--- config.mk ---
export PLATFORM = sky130hd
export DESIGN_NAME = alu
export DESIGN_NICKNAME = d
export VERILOG_FILES = /design/src/rtl/alu.sv
export SDC_FILE = /design/constraint.sdc
export NUM_CORES = 1
export LEC_CHECK = 0
export BUFFER_PORTS_ARGS = -buffer_cell sky130_fd_sc_hd__buf_4
export CORE_ASPECT_RATIO = 0.9
export CORE_MARGIN = 3
export CORE_UTILIZATION = 44
export CTS_CLUSTER_SIZE = 25
export DETAILED_ROUTE_END_ITERATION = 16
export GPL_ROUTABILITY_DRIVEN = 0
export PLACE_DENSITY = 0.63
export RECOVER_POWER = 25
export SKIP_CTS_REPAIR_TIMING = 1
export SYNTH_ARGS = -nofsm -noshare
export SYNTH_HDL_FRONTEND = slang
export SYNTH_SLANG_ARGS = --single-unit
--- constraint.sdc ---
create_clock -name clk -period 3.8 [get_ports clk]
set_input_delay 0.19 -clock clk [delete_from_list [all_inputs] [get_ports clk]]
set_output_delay 0.19 -clock clk [all_outputs]
set_load 0.005 [all_outputs]
--- src/rtl/alu.sv ---
// 8-bit, 16-op combinational ALU with a registered flag latch; ALU_TRISTATE_EN floats result when oe=1.
// Latency: result/flags zero-cycle combinational; flags_q updates one clk edge after flags_we.
// Backpressure: none, operands are consumed every cycle and the flag latch is write-enabled only.
module alu (
   input  logic       clk,
   input  logic       rst_n,
   input  logic [7:0] a,
   input  logic [7:0] b,
   input  logic [3:0] op,
   input  logic       invert,
   input  logic       carry_in,
   input  logic       oe,
   input  logic       flags_we,
   output logic [7:0] result,
   output logic [3:0] flags,
   output logic [3:0] flags_q
);

   typedef enum logic [3:0] {
      OP_ADD = 4'd0,  OP_SUB = 4'd1,  OP_ADC = 4'd2,  OP_SBB = 4'd3,
      OP_INC = 4'd4,  OP_DEC = 4'd5,  OP_SHL = 4'd6,  OP_NEG = 4'd7,
      OP_MOV = 4'd8,  OP_NOT = 4'd9,  OP_EXP = 4'd10, OP_AND = 4'd11,
      OP_OR  = 4'd12, OP_XOR = 4'd13, OP_SHR = 4'd14, OP_SAR = 4'd15
   } op_e;

   op_e        op_sel;
   logic [7:0] x, y, r;
   logic [8:0] sum9;
   logic       c, v;

   assign op_sel = op_e'(op);
   assign x      = invert ? b : a;
   assign y      = invert ? a : b;

   always_comb begin
      r    = 8'h00;
      c    = 1'b0;
      v    = 1'b0;
      sum9 = 9'h000;
      case (op_sel)
         OP_ADD: begin
            sum9 = {1'b0, x} + {1'b0, y};
            r    = sum9[7:0];
            c    = sum9[8];
            v    = (x[7] == y[7]) && (r[7] != x[7]);
         end
         OP_SUB: begin
            // bit 8 of the 9-bit difference is the borrow
            sum9 = {1'b0, x} - {1'b0, y};
            r    = sum9[7:0];
            c    = sum9[8];
            v    = (x[7] != y[7]) && (r[7] != x[7]);
         end
         OP_ADC: begin
            sum9 = {1'b0, x} + {1'b0, y} + {8'h00, carry_in};
            r    = sum9[7:0];
            c    = sum9[8];
            v    = (x[7] == y[7]) && (r[7] != x[7]);
         end
         OP_SBB: begin
            sum9 = {1'b0, x} - {1'b0, y} - {8'h00, carry_in};
            r    = sum9[7:0];
            c    = sum9[8];
            v    = (x[7] != y[7]) && (r[7] != x[7]);
         end
         OP_INC: begin
            r = x + 8'h01;
            c = (x == 8'hFF);
            v = !x[7] && r[7];
         end
         OP_DEC: begin
            r = x - 8'h01;
            c = (x == 8'h00);
            v = x[7] && !r[7];
         end
         OP_SHL: begin
            r = {x[6:0], 1'b0};
            c = x[7];
            v = x[7] ^ r[7];
         end
         OP_NEG: begin
            r = 8'h00 - x;
            c = (x != 8'h00);
            v = (x == 8'h80);
         end
         OP_MOV: r = x;
         OP_NOT: r = ~x;
         OP_EXP: r = carry_in ? 8'hFF : 8'h00;
         OP_AND: r = x & y;
         OP_OR:  r = x | y;
         OP_XOR: r = x ^ y;
         OP_SHR: begin
            r = {1'b0, x[7:1]};
            c = x[0];
         end
         OP_SAR: begin
            r = {x[7], x[7:1]};
            c = x[0];
         end
      endcase
   end

   assign flags = {v, r[7], c, (r == 8'h00)};

`ifdef ALU_TRISTATE_EN
   assign result = oe ? 8'hzz : r;
`else
   assign result = oe ? 8'h00 : r;
`endif

   always_ff @(posedge clk or negedge rst_n) begin
      if (!rst_n) begin
         flags_q <= 4'h0;
      end else if (flags_we) begin
         flags_q <= flags;
      end
   end

endmodule

# Word-level counts from Yosys, hierarchy flattened
# Cells that the tools add are included.
[word_totals]
out_inout_bits = 16
ff_bits = 4
elab_cells = 56
[classes]
addsub = 7
n_eq_ne = 23
muxes = 7
reduce_logical = 13
n_bitwise = 5
[op_table]
columns = ["operator", "n"]
rows = [
  ["one-hot mux 8 bit (16 select lines)", 1],
  ["== test 4 bit, second input constant", 8],
  ["2-to-1 mux 8 bit", 4],
  ["== test 4 x 3 -> 1 bit, second input constant", 4],
  ["== test 8 bit, second input constant", 2],
  ["zero test 8 bit", 2],
  ["adder 8 x 8 -> 9 bit", 1],
  ["adder 9 x 1 -> 9 bit", 1],
  ["one-hot mux 1 bit (9 select lines)", 1],
  ["subtractor 8 x 8 -> 9 bit", 1],
  ["subtractor 9 x 1 -> 9 bit", 1],
  ["adder 8 x 1 -> 8 bit, second input constant", 1],
  ["AND 8 bit", 1],
  ["== test 4 x 2 -> 1 bit, second input constant", 2],
  ["inverter 8 bit", 1],
  ["OR 8 bit", 1],
  ["one-hot mux 1 bit (8 select lines)", 1],
  ["nonzero test 8 bit", 1],
  ["subtractor 1 x 8 -> 8 bit, first input constant", 1],
  ["subtractor 8 x 1 -> 8 bit, second input constant", 1],
  ["XOR 8 bit", 1],
  ["logical AND 1 bit", 6],
  ["inequality test 1 bit", 5],
  ["== test 4 x 1 -> 1 bit, second input constant", 1],
  ["other kinds (5)", 6],
]

# Longest topological paths before layout
[depth]
depth_word = 6
depth_mapped = 17

# Least setup slack after synthesis
# OpenSTA, ideal clock, no wires.
[synth_timing]
kind = "input to output"
start = "in invert"
end = "out result[7]"
arrival_time_ps = 3400
cell_stages = 16
setup_slack_ps = 210
path_buffers = 4
required_ps = 3610
path_cell_list = "buf_6 > buf_12 > buf_6 > buf_4 > mux2i_1 > inv_1 > ha_1 > fa_1 > xnor2_1 > a2111oi_2 > o211ai_1 > a21o_1 > xnor3_1 > nand2_1 > a32oi_2 > nor2b_1"
[synth_via]
elab_chain_len = 5
[synth_rtl]
columns = ["element", "line_no", "text"]
rows = [
  ["start, declared", "10", "input logic invert,"],
  ["2-to-1 mux 8 bit, on equally long branches", "32, 33", ""],
  ["subtractor 8 x 8 -> 9 bit / adder 8 x 8 -> 9 bit (equally long branches)", "n/a", ""],
  ["subtractor 9 x 1 -> 9 bit / adder 9 x 1 -> 9 bit (equally long branches)", "61, 55", ""],
  ["one-hot mux 8 bit (16 select lines) *", "40", "case (op_sel)"],
  ["via flags[2]", "15", "output logic [3:0] flags,"],
  ["2-to-1 mux 8 bit *", "108", "assign result = oe ? 8'h00 : r;"],
  ["end, declared", "14", "output logic [7:0] result,"],
]
# Mark *: on every way through the listed nets, which the timed path passes. The rest lies on a longest branch.

# Worst setup path in the final report
[layout_timing]
start = "in invert"
end = "out flags[0]"
[layout_via]
elab_chain_len = 5
[layout_rtl]
columns = ["element", "line_no", "text"]
rows = [
  ["2-to-1 mux 8 bit, on equally long branches", "32, 33", ""],
  ["subtractor 8 x 8 -> 9 bit / adder 8 x 8 -> 9 bit (equally long branches)", "n/a", ""],
  ["subtractor 9 x 1 -> 9 bit / adder 9 x 1 -> 9 bit (equally long branches)", "61, 55", ""],
  ["one-hot mux 8 bit (16 select lines) *", "40", ""],
  ["zero test 8 bit *", "103", "assign flags = {v, r[7], c, (r == 8'h00)};"],
  ["end, declared", "15", ""],
]
# Mark *: on every way between the ends. The rest lies on a longest branch, timed or not.

==> impl_results.md <==
- DP HPWL: 9580 um
- Max_cap viols: 0
- Final core occ: 54.2%
- Design Area, Final: 0.00417 mm^2
- Design Power: 0.000888 W
- Synthesized flop and latch total: 4
- Num ports: 42
- Final ANT Viol Nets: 0
- Final setup margin: 0.159 ns
- Flop2flop setup slack: 3.07 ns
- Worst Max-Slew Pin Slew: 0.654 ns
- Number of synthesized flops with an enable pin: 0
- Top flop regs: flags_q x4
- Cell with the most instances after synthesis: nand2_1
- CP max-delay cell: fa_1
- Area growth, synth to finish: 16.7%
- Largest net degree at the start of global routing: 45
- CP max FO: 12
- Top cells by count, synth: nand2_1, ha_1, nor2_1
- WP buf/inv: 3
- Clk_lat worst skew: 0.21 ns
- Max reg flops: 4
- Maximum clock frequency: 0.275 GHz
- Post-synthesis area per instance: 7.40 um^2
- LEAKAGE: 1.72 nW
- Synth area leader: ha_1
- YS warnings: 0
- Layout cells sized above 1: 20.8%
- Core Area: 0.00769 mm^2
- # nets final: 590
- RSZ-0062 raised after global routing: false
- Port buffer count: 41
- Num rows: 30
- Fin crit share: 95.8%
- Vias/cell: 6.36
- Gr ovfl total: 0
- Outcome: finished clean
- First-pass GRT wire length: 18,700 um
- TritonCTS Buffers: 3
- Pre-CTS setup slack: 0.0836 ns
- Die width: 101 um
- Initial DRC count: 379
- Main area contributors after synthesis: ha_1, xnor2_1, mux2i_1
- CTS Buffer Depth: 2
- Worst-path cell chain: buf_6 -> mux2i_4 -> inv_1 -> ha_1 -> fa_1 -> nand2_1 -> a2111oi_4 -> o211ai_1 -> mux2i_1 -> xnor2_1 -> a221oi_2 -> o211ai_1 -> nor4_1 -> buf_4
- Total negative slack: 0 ns
- Synthesized area: 0.00357 mm^2
- Vias in the first global route: 3,594
- Initial core utilization: 46.4%
- Placed Area: 0.00399 mm^2
- Initial antenna violation count: 0
- Die height: 91.5 um
- Max-slew violations: 0
- Most flop-heavy register: flags_q
- Antenna diodes: 0
- Worst path required time: 3.61 ns
- Num Clock Sinks: 4
- DR DRC count: 0
- Max IR drop VDD: 0.000140 V
- Fillers: 789
- DR vias: 3,941
- Final WL: 12,000 um
- H-tree depth: 1
- Hold Crit Class: in2reg
- DR pass1 iterations: 5
- Critical Path Stages: 14
- Crit end category: output pin
- CTS tree: done
- Slew margin rel.: 56.3%
- Synthesized net count: 547
- Synth unique cells: 86
- GRT Total Usage: 24.9%
- Worst-case clock skew: 0 ns
- Final min period: 3.64 ns
- Top cell by count, worst path: o211ai_1
- WHS Path Cells: 2
- Async SR Flop Fraction: 100%
- Top_reg_cell synth: dfrtp_1
- Syn Inst Count: 483
- Crit path launch type: primary input
- Worst Reg2Reg Path Length in Cells: 1
- CP top delay family: compound AO/OA/AOI/OAI gates
- WP data arrival: 3.45 ns
- Yosys top cell area share: 12.6%
- Final Setup Violations: 0
- Register area share after synthesis: 2.80%
- CTS root buf: clkbuf_8
- DIE AREA: 0.00924 mm^2
- Pwr dens: 213 mW/mm^2
- Reg clk slew, reported paths: 0.03 ns
- Critical path class: in2out
- Hold Vio Cnt, Final: 0
- Slowest stage delay, CP: 0.57 ns
- WL/cell: 19.4 um
metrics by stage:
stage / instances / hold slack, ns
finish: 620 / 0.233
floorplan: 483 / -0.106
detailed placement: 610 / -0.0119
global route: 620 / 0.252
CTS: 613 / -0.238
global placement: 610 / -0.0125
final timing paths:
check,startpoint,endpoint
max,invert,flags[0]
min,flags_we,flags_q[1]
max reg2reg,flags_q[2],flags_q[2]
min reg2reg,flags_q[2],flags_q[2]
max in group asynchronous,rst_n,flags_q[0]
min in group asynchronous,rst_n,flags_q[1]
routing by layer:
metal	track usage (%)	routed length [um]	up-vias
li1	-	-	1899
met1	34.6	5310	1843
met2	39.9	5490	170
met3	3.84	936	29
met4	6.20	280	0
met5	0	0	-
power by group:
group          internal [W]  switching, W  total [W]
Combinational      0.000330      0.000419   0.000749
Sequential        0.0000480    0.00000237  0.0000504
Clock             0.0000674     0.0000210  0.0000884
logic make-up after synthesis:
family / synth area share [%]
compound gates: 28.7
xor+xnor: 8.13
fa+ha+maj: 13.7
buf+inv: 8.23
flops: 2.80
mux: 10.0
simple gates: 28.4
cells in the final DEF (no fill, tap or decap), types with 4 or more instances in the layout:
| cell type | n |
|---|---|
| nand3b_1 | 7 |
| xnor2_1 | 23 |
| buf_4 | 61 |
| nand3_1 | 16 |
| ha_1 | 35 |
| mux2i_1 | 17 |
| mux2i_2 | 4 |
| a21o_1 | 5 |
| a32oi_1 | 4 |
| nor4_1 | 5 |
| a211oi_1 | 12 |
| or2_2 | 6 |
| a211o_1 | 4 |
| or3_1 | 4 |
| o31ai_1 | 4 |
| nand4_1 | 6 |
| a21oi_1 | 18 |
| nor2_1 | 35 |
| nor2b_1 | 11 |
| nor3_1 | 15 |
| nand2_1 | 41 |
| inv_2 | 4 |
| o211ai_1 | 8 |
| inv_1 | 25 |
| o21ai_0 | 14 |
| o2111ai_1 | 4 |
| nand2b_1 | 8 |
| dfrtp_1 | 4 |
| a311oi_1 | 4 |
| and2_1 | 4 |
| a31oi_1 | 7 |
| nand4b_1 | 5 |
| o22ai_1 | 4 |
| mux2i_4 | 6 |
| xor2_1 | 4 |
cell type report:
class,count,area (um^2),share of cell area (%)
Clock buffer,3,41.3,0.991
Inverter,32,120,2.88
Multi-Input combinational cell,417,3240,77.8
Sequential cell,4,100,2.40
Tap cell,96,120,2.88
Timing Repair Buffer,68,543,13.0
Note: power is estimated with default switching activity, not from simulation.
